<file path="src/rtl/mem_arbiter.sv">
// mem_arbiter -- two-client arbiter in front of one simple memory port.
//
// Two clients (c0, c1) share the downstream mem_req/mem_wr/mem_rd
// interface. Whole transactions are granted in round-robin order. The
// winning request is registered and reissued downstream one cycle later.
// Write beats are then routed from the owner, and read beats back to it,
// until len+1 beats have been counted.
//
// Optional feature: define MEM_ARB_TIMEOUT_EN to abort a write data phase
// after TIMEOUT cycles without write data. In that case the `timeout`
// output pulses for one cycle. Without the macro, `timeout` is constant 0.
//
// Handshake semantics: a request is taken when cN_req_valid & cN_req_ready.
// A read beat moves when mem_rd_valid & mem_rd_ready. A write beat moves
// whenever the owner's cN_wr_valid is high, because the downstream port
// has no write backpressure.
//
// Ports:
//   clock, reset            clock; asynchronous active-low reset
//   cN_req_*                client request channel (valid/ready/opcode/len/addr)
//   cN_wr_*                 client write data channel (valid/ready/bits)
//   cN_rd_*                 client read data channel (valid/bits/ready)
//   mem_req_*               one-cycle downstream request with latched fields
//   mem_wr_valid/bits       downstream write beat
//   mem_rd_valid/bits/ready downstream read beat
//   timeout                 one-cycle pulse on write abort
//   dbg_state               current FSM state (0 IDLE, 1 ISSUE, 2 READ, 3 WRITE)
module mem_arbiter #(
   parameter int MEM_LEN_BITS  = 8,
   parameter int MEM_ADDR_BITS = 32,
   parameter int MEM_DATA_BITS = 64,
   parameter int TIMEOUT       = 1024
) (
   input  logic                     clock,
   input  logic                     reset,
   input  logic                     c0_req_valid,
   output logic                     c0_req_ready,
   input  logic                     c0_req_opcode,
   input  logic [MEM_LEN_BITS-1:0]  c0_req_len,
   input  logic [MEM_ADDR_BITS-1:0] c0_req_addr,
   input  logic                     c0_wr_valid,
   output logic                     c0_wr_ready,
   input  logic [MEM_DATA_BITS-1:0] c0_wr_bits,
   output logic                     c0_rd_valid,
   output logic [MEM_DATA_BITS-1:0] c0_rd_bits,
   input  logic                     c0_rd_ready,
   input  logic                     c1_req_valid,
   output logic                     c1_req_ready,
   input  logic                     c1_req_opcode,
   input  logic [MEM_LEN_BITS-1:0]  c1_req_len,
   input  logic [MEM_ADDR_BITS-1:0] c1_req_addr,
   input  logic                     c1_wr_valid,
   output logic                     c1_wr_ready,
   input  logic [MEM_DATA_BITS-1:0] c1_wr_bits,
   output logic                     c1_rd_valid,
   output logic [MEM_DATA_BITS-1:0] c1_rd_bits,
   input  logic                     c1_rd_ready,
   output logic                     mem_req_valid,
   output logic                     mem_req_opcode,
   output logic [MEM_LEN_BITS-1:0]  mem_req_len,
   output logic [MEM_ADDR_BITS-1:0] mem_req_addr,
   output logic                     mem_wr_valid,
   output logic [MEM_DATA_BITS-1:0] mem_wr_bits,
   input  logic                     mem_rd_valid,
   input  logic [MEM_DATA_BITS-1:0] mem_rd_bits,
   output logic                     mem_rd_ready,
   output logic                     timeout,
   output logic [1:0]               dbg_state
);

   // A TIMEOUT below 1 would make the abort compare wrap.
   if (TIMEOUT < 1) begin : g_bad_timeout
      $error("mem_arbiter: TIMEOUT must be at least 1");
   end

   typedef enum logic [1:0] {
      ST_IDLE  = 2'd0,
      ST_ISSUE = 2'd1,
      ST_READ  = 2'd2,
      ST_WRITE = 2'd3
   } state_t;

   state_t                   state_q, state_d;
   logic                     grant_q, grant_d;
   logic                     last_q, last_d;
   logic                     op_q, op_d;
   logic [MEM_LEN_BITS-1:0]  len_q, len_d;
   logic [MEM_ADDR_BITS-1:0] addr_q, addr_d;
   logic [MEM_LEN_BITS-1:0]  beat_q, beat_d;

   logic                     winner;
   logic                     rd_ready_sel;
   logic                     wr_valid_sel;
   logic [MEM_DATA_BITS-1:0] wr_bits_sel;

`ifdef MEM_ARB_TIMEOUT_EN
   localparam logic [31:0] TMO_LAST = 32'(TIMEOUT - 1);
   logic [31:0] tmo_q, tmo_d;
`endif

   // On a tie the client that did not win last time gets the grant.
   assign winner       = (c0_req_valid & c1_req_valid) ? ~last_q : c1_req_valid;
   assign rd_ready_sel = grant_q ? c1_rd_ready : c0_rd_ready;
   assign wr_valid_sel = grant_q ? c1_wr_valid : c0_wr_valid;
   assign wr_bits_sel  = grant_q ? c1_wr_bits  : c0_wr_bits;
   assign dbg_state    = state_q;

   always_comb begin
      state_d        = state_q;
      grant_d        = grant_q;
      last_d         = last_q;
      op_d           = op_q;
      len_d          = len_q;
      addr_d         = addr_q;
      beat_d         = beat_q;
      c0_req_ready   = 1'b0;
      c1_req_ready   = 1'b0;
      c0_wr_ready    = 1'b0;
      c1_wr_ready    = 1'b0;
      c0_rd_valid    = 1'b0;
      c1_rd_valid    = 1'b0;
      c0_rd_bits     = '0;
      c1_rd_bits     = '0;
      mem_req_valid  = 1'b0;
      mem_req_opcode = 1'b0;
      mem_req_len    = '0;
      mem_req_addr   = '0;
      mem_wr_valid   = 1'b0;
      mem_wr_bits    = '0;
      mem_rd_ready   = 1'b0;
      timeout        = 1'b0;
`ifdef MEM_ARB_TIMEOUT_EN
      tmo_d          = tmo_q;
`endif
      case (state_q)
         ST_IDLE: begin
`ifdef MEM_ARB_TIMEOUT_EN
            tmo_d = '0;
`endif
            // req_ready is combinational here, so it is gated by reset
            // to keep every output low while reset is asserted.
            if (reset && (c0_req_valid || c1_req_valid)) begin
               c0_req_ready = ~winner;
               c1_req_ready = winner;
               op_d         = winner ? c1_req_opcode : c0_req_opcode;
               len_d        = winner ? c1_req_len    : c0_req_len;
               addr_d       = winner ? c1_req_addr   : c0_req_addr;
               grant_d      = winner;
               last_d       = winner;
               beat_d       = '0;
               state_d      = ST_ISSUE;
            end
         end
         ST_ISSUE: begin
            mem_req_valid  = 1'b1;
            mem_req_opcode = op_q;
            mem_req_len    = len_q;
            mem_req_addr   = addr_q;
            state_d        = op_q ? ST_WRITE : ST_READ;
         end
         ST_READ: begin
            mem_rd_ready = rd_ready_sel;
            if (grant_q) begin
               c1_rd_valid = mem_rd_valid;
               c1_rd_bits  = mem_rd_bits;
            end else begin
               c0_rd_valid = mem_rd_valid;
               c0_rd_bits  = mem_rd_bits;
            end
            if (mem_rd_valid && rd_ready_sel) begin
               if (beat_q == len_q) state_d = ST_IDLE;
               else                 beat_d  = beat_q + 1'b1;
            end
         end
         ST_WRITE: begin
            if (grant_q) c1_wr_ready = 1'b1;
            else         c0_wr_ready = 1'b1;
            mem_wr_valid = wr_valid_sel;
            mem_wr_bits  = wr_bits_sel;
            if (wr_valid_sel) begin
               if (beat_q == len_q) state_d = ST_IDLE;
               else                 beat_d  = beat_q + 1'b1;
            end
`ifdef MEM_ARB_TIMEOUT_EN
            // The counter accumulates idle cycles over the whole data
            // phase. last_q is left on the aborting client, so the other
            // client wins the next tie.
            else if (tmo_q == TMO_LAST) begin
               state_d = ST_IDLE;
               timeout = 1'b1;
            end else begin
               tmo_d = tmo_q + 32'd1;
            end
`endif
         end
         default: state_d = ST_IDLE;
      endcase
   end

   always_ff @(posedge clock or negedge reset) begin
      if (!reset) begin
         state_q <= ST_IDLE;
         grant_q <= 1'b0;
         last_q  <= 1'b1;
         op_q    <= 1'b0;
         len_q   <= '0;
         addr_q  <= '0;
         beat_q  <= '0;
      end else begin
         state_q <= state_d;
         grant_q <= grant_d;
         last_q  <= last_d;
         op_q    <= op_d;
         len_q   <= len_d;
         addr_q  <= addr_d;
         beat_q  <= beat_d;
      end
   end

`ifdef MEM_ARB_TIMEOUT_EN
   always_ff @(posedge clock or negedge reset) begin
      if (!reset) tmo_q <= '0;
      else        tmo_q <= tmo_d;
   end
`endif

endmodule

</file>
<file path="config.mk">
export PLATFORM = sky130hd
export DESIGN_NAME = mem_arbiter
export DESIGN_NICKNAME = d
export VERILOG_FILES = /design/src/rtl/mem_arbiter.sv
export SDC_FILE = /design/constraint.sdc
export NUM_CORES = 1
export LEC_CHECK = 0
export CAP_MARGIN = 10
export CORE_AREA = 3 3 203 205
export CTS_CLUSTER_SIZE = 12
export DETAILED_ROUTE_END_ITERATION = 8
export DIE_AREA = 0 0 206 208
export HOLD_SLACK_MARGIN = 0.08
export PLACE_DENSITY = 0.44
export SLEW_MARGIN = 10
export SYNTH_ARGS = -nofsm -noshare
export SYNTH_HDL_FRONTEND = slang
export SYNTH_SLANG_ARGS = --single-unit
</file>
<file path="constraint.sdc">
create_clock -name clock -period 1.8 [get_ports clock]
set_clock_uncertainty 0.2 [all_clocks]
set_input_delay 0.27 -clock clock [delete_from_list [all_inputs] [get_ports clock]]
set_output_delay 0.27 -clock clock [all_outputs]
set_load 0.005 [all_outputs]
</file>
* Word level (Yosys, flattened, before mapping)
Cells that the tools add are included.
** Cells by class
- Multiplexer cells :: 41
- Equal/unequal tests :: 7
- Add/sub/neg operators :: 1
- Bitwise gates (word level) :: 3
- Reduce and logical (&&, ||, !) cells :: 8
** Operators with widths (count)
- 2-to-1 mux 64 bit :: 6
- 2-to-1 mux 32 bit :: 2
- 2-to-1 mux 8 bit :: 6
- case mux 8 bit (3 select lines) :: 1
- 2-to-1 mux 1 bit :: 21
- adder 8 x 1 -> 8 bit (second input constant) :: 1
- equality test 8 bit :: 1
- 2-to-1 mux 2 bit :: 4
- case mux 2 bit (4 select lines) :: 1
- != test 2 bit (second input constant) :: 3
- equality test 2 bit (second input constant) :: 2
- AND reduction 4 bit :: 1
- AND reduction 3 bit :: 1
- nonzero test 3 bit :: 1
- equality test 2 x 1 -> 1 bit (second input constant) :: 1
- logical AND 1 bit :: 2
- zero test 2 bit :: 1
- NOT 1 bit :: 2
- AND reduction 2 bit :: 1
- bitwise AND 1 bit :: 1
- logical OR 1 bit :: 1
** Word-level totals
- Flip-flop bits (word level) :: 53
- Input port bits :: 283

* Longest topological paths before layout
Gate-level depths: netlist of run 1.
- Depth in word-level cells :: 5
- Gate-level depth with buffers :: 7

* Worst setup path after synthesis of run 1
Ideal clock, no wire load.
- Path type :: flip-flop to flip-flop
- From :: register grant_q
- To :: register beat_q[2]
- Required time :: 1.474 ns
- Library setup time :: 0.126 ns
- Path slack :: -0.115 ns
- Stages on the path, launching flop included :: 8
- Arrival :: 1.589 ns
- Cells stage by stage :: dfrtp_1 > buf_4 > mux2i_1 > o221ai_2 > nand2_2 > or2_1 > buf_2 > a311o_1
** On the way
- Word-level cells in the longest chain between the ends :: 4
- Elaborated cells on any way between the ends :: 6
- Those cells by class :: 2 x eq/ne; 2 x mux; 2 x reduce/logical
** Ends and longest elaborated chain
- start: declaration :: line 84 : logic grant_q, grant_d;
- start signal: assignment :: line 211 : grant_q <= grant_d;
- 2-to-1 mux 1 bit :: line 103 : assign rd_ready_sel = grant_q ? c1_rd_ready : c0_rd_ready;
- logical AND 1 bit :: line 170 : if (mem_rd_valid && rd_ready_sel) begin
- != test 2 bit (no line)
- AND reduction 4 bit (no line) *
- end signal: assignment :: line 216 : beat_q <= beat_d;
- end: declaration :: line 89 : logic [MEM_LEN_BITS-1:0] beat_q, beat_d;
Mark *: on every way between the ends. The rest lies on a longest branch, timed or not.
A chain may end at the register's enable or synchronous reset.

* Final worst setup path of run 1
- From :: register grant_q
- To :: output mem_wr_bits[14]
** On the way
- Word-level cells in the longest chain between the ends :: 2
** Ends and longest elaborated chain
- 2-to-1 mux 64 bit :: line 105 : assign wr_bits_sel = grant_q ? c1_wr_bits : c0_wr_bits;
- 2-to-1 mux 64 bit :: line 135 : case (state_q)
- end: declaration :: line 63 : output logic [MEM_DATA_BITS-1:0] mem_wr_bits,
Every way passes these cells.

==> reports/qor.csv, run 1 <==
metric,value,unit
status,finished with violations,
violations,negative setup slack,
period_needed,2260,ps
area_delta_synth_final,179,%
gr-max-usage-layer,met2,
drc,0,
max_slew.worst_pin.slew,736,ps
grt_start_max_net_pins,92,
antenna_found_initial,4,
start_kind,flop,
leakage,6.09,nW
reg2reg_depth,8,
setup_viol,291,
dieWidth,206,µm
ios,528,
dr.pass1.iters,4,
syn_avg_cell_area,7.88,µm²
clock-root-buffer,clkbuf_16,
ant_nets,0,
mostFrequentLayoutCells,"279 x clkdlybuf4s50_1, 138 x buf_6, 102 x and2_4, 102 x mux2i_1, 76 x buf_2",
setup_tns,-80320,ps
final_common_cell,clkdlybuf4s50_1,
first_global_vias,6524,
wl_per_cell,19.1,µm
fin_area,13300,µm²
htree_levels,2,
worst_slack,-463,ps
die-area,42800,µm²
slew_headroom,0.509,
clock-sinks,53,
final_nets,1533,
grtUsageMet1,0.157,
hpwlAfterDp,24400,µm
cap_violations,0,
synth_area,4750,µm²
start_util,0.120,
synth-seq-cells,53,
io_buffers,526,
cp.required,1330,ps
ys_seq_area_frac,0.280,
drt_iter0_markers,227,
period_share,1.26,
yosysTopAreaCell,dfrtp_1,
globalplace.congestion,0.847,
powerDensity,605,nW/µm²
synth_warnings,0,
grt_use_met3,0.0405,
fmax,0.442,GHz
die_h,208,µm
place_area,11300,µm²
drive_above_1_share,0.441,
clk_latency,300,ps
synthTopCellsByArea,"dfrtp_1 27%, mux2i_1 23%, and2_1 23%",
synth_cells,602,
global_route.overflow_total,0,
routed_wl,34000,µm
cp_data_arrival_time,1790,ps
hold_class,reg2reg,
worstHoldPathCells,2,
num_vias,6725,
hold_viol_final,0,
synth_cell_types,34,
cp-end-kind,primary output,
grt_setup_unrepaired,yes,
netlist.area_leader.share,0.274,
ir_drop,0.400,mV
numCtsBuffers,5,
path_clk_slew,80,ps
track_usage,0.135,
critPathKind,reg2out,
grt_pass1_wl,43400,µm
core_area,39600,µm²
cp_max_fo,9,
syn_nets,886,
slew_viol_final,0,
routed_via_density,3.78,
rows,73,
met2_usage,0.243,
cts_tree,built,
clockBufferDepth,2,
## state kept, by name, indices dropped and copies added (netlist names)
| register | cells |
|---|---|
| addr_q | 32 |
| dbg_state | 2 |
| op_q | 1 |
| beat_q | 8 |
| len_q | 8 |
| grant_q | 1 |
| last_q | 1 |
## layout make-up
class                      instances  area (µm²)
clock buffer                       5         125
multi-input combinational        493        3720
sequential                        53        1330
clock inverter                     3        46.3
antenna                            3        7.51
timing repair buffer             692        7350
fill                            4129       26400
tap                              525         657
inverter                           4        15.0
## cell usage after synthesis
master	instances
dfrtp_1	52
dfstp_2	1
nor4_1	1
nand2_1	50
a21oi_1	1
a311o_1	1
o221ai_2	1
o211ai_1	3
or2_1	1
and2_1	171
nand2_2	1
or3_1	1
buf_2	10
inv_2	1
o21ai_1	2
nor2_1	73
o221ai_1	1
xnor2_1	9
o21ai_0	43
mux2i_1	111
conb_1	1
and3_1	4
clkbuf_1	40
nand3_1	7
nor4b_1	1
nand4_1	2
o311ai_1	2
a21boi_0	1
buf_4	2
inv_1	3
xor2_1	1
o2111ai_1	1
ha_1	1
a21o_1	2
## cells by family after synthesis
kind of cell | count (synthesis) | share of synthesized area
AOI/OAI and AO/OA | 58 | 0.0707
and+or+nand+nor | 312 | 0.345
xor gates and xnor gates | 10 | 0.0185
other | 1 | 0.000790
DFF | 53 | 0.280
adders and majority gates | 1 | 0.00264
buffers and inverters | 56 | 0.0485
muxes | 111 | 0.234
## repair_timing
action / in CTS / in global routing
pin swaps: 25 / 88
gates resized for setup: 593 / 647
hold buffers: 1 / 0
endpoints found under the hold margin: 43 / 0
setup buffers: 21 / 41
cloned: 15 / 22
endpoints found under the setup margin: 297 / 297
## worst max-delay path: stages (launching register included)
cell	delay, ps
dfrtp_4	560
bufbuf_16	310
buf_4	130
mux2i_1	150
nor2_1	60
dlygate4sd2_1	280
## metal layers
metal	vias to the layer above	share of wire
met4	0	0.013
met1	3119	0.40
li1	3294	-
met5	-	0
met2	290	0.50
met3	22	0.084
## metrics by stage
step / total power [mW] / util / worst slack, ps / hold WS [ps] / cells
after global routing: 8.53 / 0.334 / -518 / 307 / 1778
after CTS: 7.02 / 0.297 / -495 / 280 / 1717
after detailed placement: 5.63 / 0.284 / -762 / 262 / 1672
after floorplan: 2.81 / - / -60.1 / -226 / 602
after global placement: 5.67 / 0.284 / -710 / 255 / 1672
final: 8.02 / 0.334 / -463 / 282 / 1778
## final timing paths
kind | start | to | slack [ps]
worst max-delay path | grant_q$_DFFE_PN0P_ | mem_wr_bits[14] | -460
worst min-delay path | addr_q[19]$_DFFE_PN0P_ | addr_q[19]$_DFFE_PN0P_ | 280
worst max register to register | grant_q$_DFFE_PN0P_ | beat_q[5]$_DFFE_PN0P_ | -370
worst min register to register | addr_q[19]$_DFFE_PN0P_ | addr_q[19]$_DFFE_PN0P_ | 280
max in group asynchronous | reset | grant_q$_DFFE_PN0P_ | 260
min in group asynchronous | reset | dbg_state[0]$_DFFE_PN0P_ | 590
## power by group
part           leakage, nW  internal (mW)  switching [mW]
combinational         5.35           3.36            2.04
clock               0.0800          0.660           0.488
sequential           0.666           1.34           0.127
total                 6.09           5.37            2.65
(Power assumes the default switching activity.)
==> run 2: changes to the inputs <==
- SKIP_LAST_GASP: unset -> 1
==> run 2 against run 1 <==
Against the previous run: the flow still finishes with violations (negative setup slack); clock power is essentially flat; sequential share of layout area grew 0.85 points; count of clock-buffer cells in the layout is the same; cell area shrank 7.8%; sequential cell count is the same; wire length shrank 8.7%; first-iteration DRC count shrank 6.6%; register-to-register slack lost 30 ps; via count shrank 5.0%.
==> reports/qor.csv, run 2 (synthesis gave the netlist of run 1 again) <==
metric,value,unit,change
clock-root-buffer,clkbuf_16,,unchanged
max_stage_delay,570,ps,was 560 ps
dp.cells,1672,,unchanged
antenna_found_initial,4,,unchanged
hold_class,reg2reg,,unchanged
worstHoldPathCells,2,,unchanged
total_power,7.30,mW,was 8.02 mW
clock-sinks,53,,unchanged
period_needed,2250,ps,was 2260 ps
start_kind,flop,,unchanged
cp_data_arrival_time,1780,ps,was 1790 ps
cp_common_cell,buf_12,,
dieWidth,206,µm,unchanged
num_vias,6391,,was 6725
setup_viol,289,,was 291
violations,negative setup slack,,unchanged
clk_latency,300,ps,about the same
met1_length,12200,µm,was 13600 µm
stdcell_count,1735,,was 1778
die-area,42800,µm²,unchanged
ant_nets,0,,unchanged
cap_violations,0,,unchanged
ir_drop,0.392,mV,was 0.400 mV
setup_tns,-82840,ps,was -80320 ps
track_usage,0.134,,was 0.135
status,finished with violations,,unchanged
largest_reg_flops,32,,unchanged
worst_slack,-452,ps,was -463 ps
dp_slack,-762,ps,unchanged
io_buffers,526,,unchanged
htree_levels,2,,unchanged
grt_pass1_wl,43300,µm,was 43400 µm
start_util,0.120,,unchanged
first_global_vias,6506,,was 6524
mostFrequentLayoutCells,"283 x clkdlybuf4s50_1, 112 x and2_1, 106 x mux2i_1",,"was 279 x clkdlybuf4s50_1, 138 x buf_6, 102 x and2_4, 102 x mux2i_1, 76 x buf_2"
reg2reg_depth,9,,was 8
routed_wl,31000,µm,was 34000 µm
globalplace.congestion,0.847,,unchanged
rows,73,,unchanged
powerDensity,597,nW/µm²,was 605 nW/µm²
max_slew.worst_pin.slew,736,ps,about the same
global_route.overflow_total,0,,unchanged
slowest_stage,dfrtp_4,,unchanged
met2_length,15700,µm,was 17100 µm
routed_via_density,3.68,,was 3.78
wl_per_cell,17.9,µm,was 19.1 µm
largest_register,addr_q,,unchanged
cts_tree,built,,unchanged
critPathKind,reg2out,,unchanged
area_delta_synth_final,158,%,was 179%
clockBufferDepth,2,,unchanged
top_regs,"addr_q x32, beat_q x8, len_q x8",,unchanged
final_nets,1489,,was 1533
slew_headroom,0.509,,about the same
dr.pass1.iters,4,,unchanged
cp_max_fo,20,,was 9
fmax,0.444,GHz,was 0.442 GHz
hpwlAfterDp,24400,µm,unchanged
drive_above_1_share,0.284,,was 0.441
grt_setup_unrepaired,yes,,unchanged
routed.top_layer,met4,,unchanged
fin_area,12200,µm²,was 13300 µm²
core_area,39600,µm²,unchanged
fin_util,0.308,,was 0.334
leakage,5.74,nW,was 6.09 nW
hold_ws,276,ps,was 282 ps
wl_met3,2690,µm,was 2860 µm
hold_viol_final,0,,unchanged
regToRegSetupSlack,-400,ps,was -370 ps
final_common_cell,clkdlybuf4s50_1,,unchanged
period_share,1.25,,was 1.26
slew_viol_final,0,,unchanged
cp-end-kind,primary output,,unchanged
ios,528,,unchanged
place_area,11300,µm²,unchanged
numCtsBuffers,5,,unchanged
drt_iter0_markers,212,,was 227
die_h,208,µm,unchanged
path_clk_slew,70,ps,was 80 ps
path_cells,and3_4 > buf_12 > buf_12 > and2_1 > dlygate4sd2_1,,was bufbuf_16 > buf_4 > mux2i_1 > nor2_1 > dlygate4sd2_1
cp.required,1330,ps,about the same
grt_start_max_net_pins,92,,unchanged
drc,0,,unchanged
==> run 2: cell types whose count changed in the layout (fill, tap and decap cells not counted), sizes merged <==
| cell | change |
|---|---|
| buf | -108 |
| dlygate4sd2 | +74 |
| clkbuf | -22 |
| dlymetal6s2s | -4 |
| diode | +1 |
| clkdlybuf4s15 | +12 |
| clkdlybuf4s50 | +4 |
==> run 2: power by group <==
group          switching [mW]  internal, mW  total, mW  leakage [nW]
Clock                   0.489         0.660       1.15        0.0800
Sequential              0.123          1.34       1.47         0.666
Combinational            1.80          2.88       4.68          4.99
==> run 2: area by class of cell <==
type / count / area (µm²)
inverters: 4 / 15.0
well taps: 525 / 657
repair buffers: 648 / 6590
flip-flops and latches: 53 / 1330
fillers: 4220 / 27400
clock buffers: 5 / 125
diodes: 4 / 10.0
clock inverters: 3 / 46.3
multi-input cells: 493 / 3450
==> run 2: final timing paths <==
kind | start | endpoint
setup / recovery | grant_q$_DFFE_PN0P_ | c1_rd_bits[59]
hold / removal | addr_q[24]$_DFFE_PN0P_ | addr_q[24]$_DFFE_PN0P_
setup reg to reg | grant_q$_DFFE_PN0P_ | beat_q[5]$_DFFE_PN0P_
hold reg to reg | addr_q[24]$_DFFE_PN0P_ | addr_q[24]$_DFFE_PN0P_
max in group asynchronous | reset | grant_q$_DFFE_PN0P_
min in group asynchronous | reset | dbg_state[0]$_DFFE_PN0P_
==> run 2: routing by layer <==
layer,GRT usage,vias to the layer above
met5,0,-
met4,0.0215,0
met3,0.0394,22
met2,0.244,279
met1,0.158,2896
li1,-,3194
==> run 2: worst max-delay path: cells and delay by family (launching register included) <==
family                 cells  cell delay [ps]
buffers and inverters      3              550
and+or+nand+nor            2              360
DFF                        1              570
==> run 2: what timing repair did <==
action	CTS	global route
endpoints found under the setup margin	297	297
pin swaps	15	42
gates resized for setup	464	332
cloned	15	5
hold buffers	1	0
setup buffers	21	13
endpoints found under the hold margin	43	0
==> run 3: changes to the inputs <==
- SKIP_CTS_REPAIR_TIMING: unset -> 1
==> run 3 against run 2 <==
Against the previous run: first-iteration DRC count rose by 0.47%; wire length rose by 12%; the run still ends with negative setup slack left; via count rose by 5.4%; global-route usage fell by 0.85 points; non-clock buffer count rose by 37; final cell count rose by 2.1%; critical path type unchanged; highest routed layer unchanged.
==> reports/qor.csv, run 3 (synthesis gave the netlist of run 1 again) <==
metric,value,unit,change
rows,73,,unchanged
core_area,39600,µm²,unchanged
clock-root-buffer,clkbuf_16,,unchanged
cp-end-kind,primary output,,unchanged
largest_reg_flops,32,,unchanged
die-area,42800,µm²,unchanged
period_needed,2180,ps,was 2250 ps
slew_headroom,0.499,,was 0.509
fmax,0.458,GHz,was 0.444 GHz
numCtsBuffers,5,,unchanged
setup_viol,294,,was 289
crit_family,flip-flops,,unchanged
htree_levels,2,,unchanged
first_global_vias,6255,,was 6506
ir_drop,0.401,mV,was 0.392 mV
dr.pass1.iters,4,,unchanged
ant_nets,0,,unchanged
cap_violations,0,,unchanged
drc,0,,unchanged
slew_viol_final,0,,unchanged
path_clk_slew,80,ps,was 70 ps
clockBufferDepth,2,,unchanged
slowest_stage,dfrtp_4,,unchanged
cp_data_arrival_time,1710,ps,was 1780 ps
final_common_cell,clkdlybuf4s50_1,,unchanged
max_stage_delay,530,ps,was 570 ps
clk_latency,300,ps,about the same
num_vias,6739,,was 6391
drt_iter0_markers,213,,was 212
leakage,6.36,nW,was 5.74 nW
path_cells,and3_4 > buf_12 > buf_6 > buf_12 > and2_1 > dlymetal6s2s_1,,was and3_4 > buf_12 > buf_12 > and2_1 > dlygate4sd2_1
dieWidth,206,µm,unchanged
mostFrequentLayoutCells,"279 x clkdlybuf4s50_1, 171 x buf_6, 134 x and2_4",,"was 283 x clkdlybuf4s50_1, 112 x and2_1, 106 x mux2i_1"
antenna_found_initial,3,,was 4
die_h,208,µm,unchanged
top_regs,"addr_q x32, beat_q x8, len_q x8",,unchanged
cp.required,1330,ps,about the same
grt_start_max_net_pins,92,,unchanged
grt_setup_unrepaired,yes,,unchanged
critPathKind,reg2out,,unchanged
start_util,0.120,,unchanged
fin_area,13700,µm²,was 12200 µm²
hold_ws,41.7,ps,was 276 ps
cp_max_fo,6,,was 20
max_slew.worst_pin.slew,752,ps,was 736 ps
routed_wl,34600,µm,was 31000 µm
drive_above_1_share,0.492,,was 0.284
n_fill_cell,4089,,was 4220
start_kind,flop,,unchanged
hold_viol_final,0,,unchanged
ff_latch_area,1330,µm²,unchanged
dp.cells,1672,,unchanged
wl_per_cell,19.5,µm,was 17.9 µm
grt_pass1_wl,40900,µm,was 43300 µm
place_area,11300,µm²,unchanged
cp_common_cell,buf_12,,unchanged
final_nets,1526,,was 1489
area_delta_synth_final,188,%,was 158%
hold_class,in2async,,was reg2reg
status,finished with violations,,unchanged
violations,negative setup slack,,unchanged
track_usage,0.126,,was 0.134
globalplace.congestion,0.847,,unchanged
ios,528,,unchanged
routed_via_density,3.81,,was 3.68
cts_tree,built,,unchanged
clock-sinks,53,,unchanged
largest_register,addr_q,,unchanged
global_route.overflow_total,0,,unchanged
multiInputGateArea,4060,µm²,was 3450 µm²
path_buf_inv,4,,was 3
powerDensity,568,nW/µm²,was 597 nW/µm²
stdcell_count,1771,,was 1735
hpwlAfterDp,24400,µm,unchanged
period_share,1.21,,was 1.25
io_buffers,526,,unchanged
worst_slack,-385,ps,was -452 ps
## run 3: cell count changes in the layout (fill, tap and decap cells not counted), moves of 12 or more
| cell | previous run | this run |
|---|---|---|
| dlygate4sd2_1 | 92 | 0 |
| buf_4 | 57 | 44 |
| and2_1 | 112 | 37 |
| nand2_1 | 48 | 30 |
| clkdlybuf4s15_1 | 17 | 0 |
| buf_6 | 72 | 171 |
| and2_4 | 59 | 134 |
| clkbuf_2 | 24 | 47 |
| clkbuf_16 | 10 | 31 |
| dlymetal6s2s_1 | 0 | 29 |
| o21ai_0 | 42 | 1 |
| buf_8 | 3 | 15 |
| o21ai_2 | 0 | 34 |
## run 3: final timing paths
path	start	endpoint	slack, ps	depth (start not counted)
worst max-delay path	grant_q$_DFFE_PN0P_	c1_rd_bits[29]	-380	6
worst min-delay path	reset	beat_q[6]$_DFFE_PN0P_	40	2
worst max register to register	grant_q$_DFFE_PN0P_	beat_q[7]$_DFFE_PN0P_	-280	9
worst min register to register	addr_q[25]$_DFFE_PN0P_	addr_q[25]$_DFFE_PN0P_	290	2
max in group asynchronous	reset	grant_q$_DFFE_PN0P_	800	2
min in group clock	addr_q[25]$_DFFE_PN0P_	addr_q[25]$_DFFE_PN0P_	290	2
## run 3: layout make-up
cell class              instances  share of cell area
flip-flops and latches         53              0.0974
diodes                          3            0.000549
well taps                     525              0.0481
multi-input cells             493               0.297
clock inverters                 3             0.00339
clock buffers                   5             0.00916
repair buffers                685               0.543
inverters                       4             0.00110
## run 3: power breakdown
group | leakage [nW] | switching [mW] | total (mW) | internal (mW)
clock network | 0.0800 | 0.494 | 1.15 | 0.661
logic | 5.61 | 1.99 | 5.13 | 3.13
registers | 0.666 | 0.134 | 1.48 | 1.34
total | 6.36 | 2.62 | 7.76 | 5.14
## run 3: per-layer routing
layer | GRT usage | wire length [µm] | vias up
li1 | - | - | 3273
met3 | 0.0372 | 2890 | 20
met1 | 0.149 | 13800 | 3161
met4 | 0.0183 | 504 | 0
met5 | 0 | 0 | -
met2 | 0.228 | 17400 | 285
## run 3: through the flow
stage,TNS (ps),worst slack [ps],util,total power [mW]
after detailed placement,-98740,-762,0.284,5.63
after floorplan,-86.7,-60.1,-,2.81
after global routing,-93460,-450,0.345,8.25
after global placement,-96890,-710,0.284,5.67
after CTS,-168660,-743,0.289,6.84
final,-75340,-385,0.345,7.76
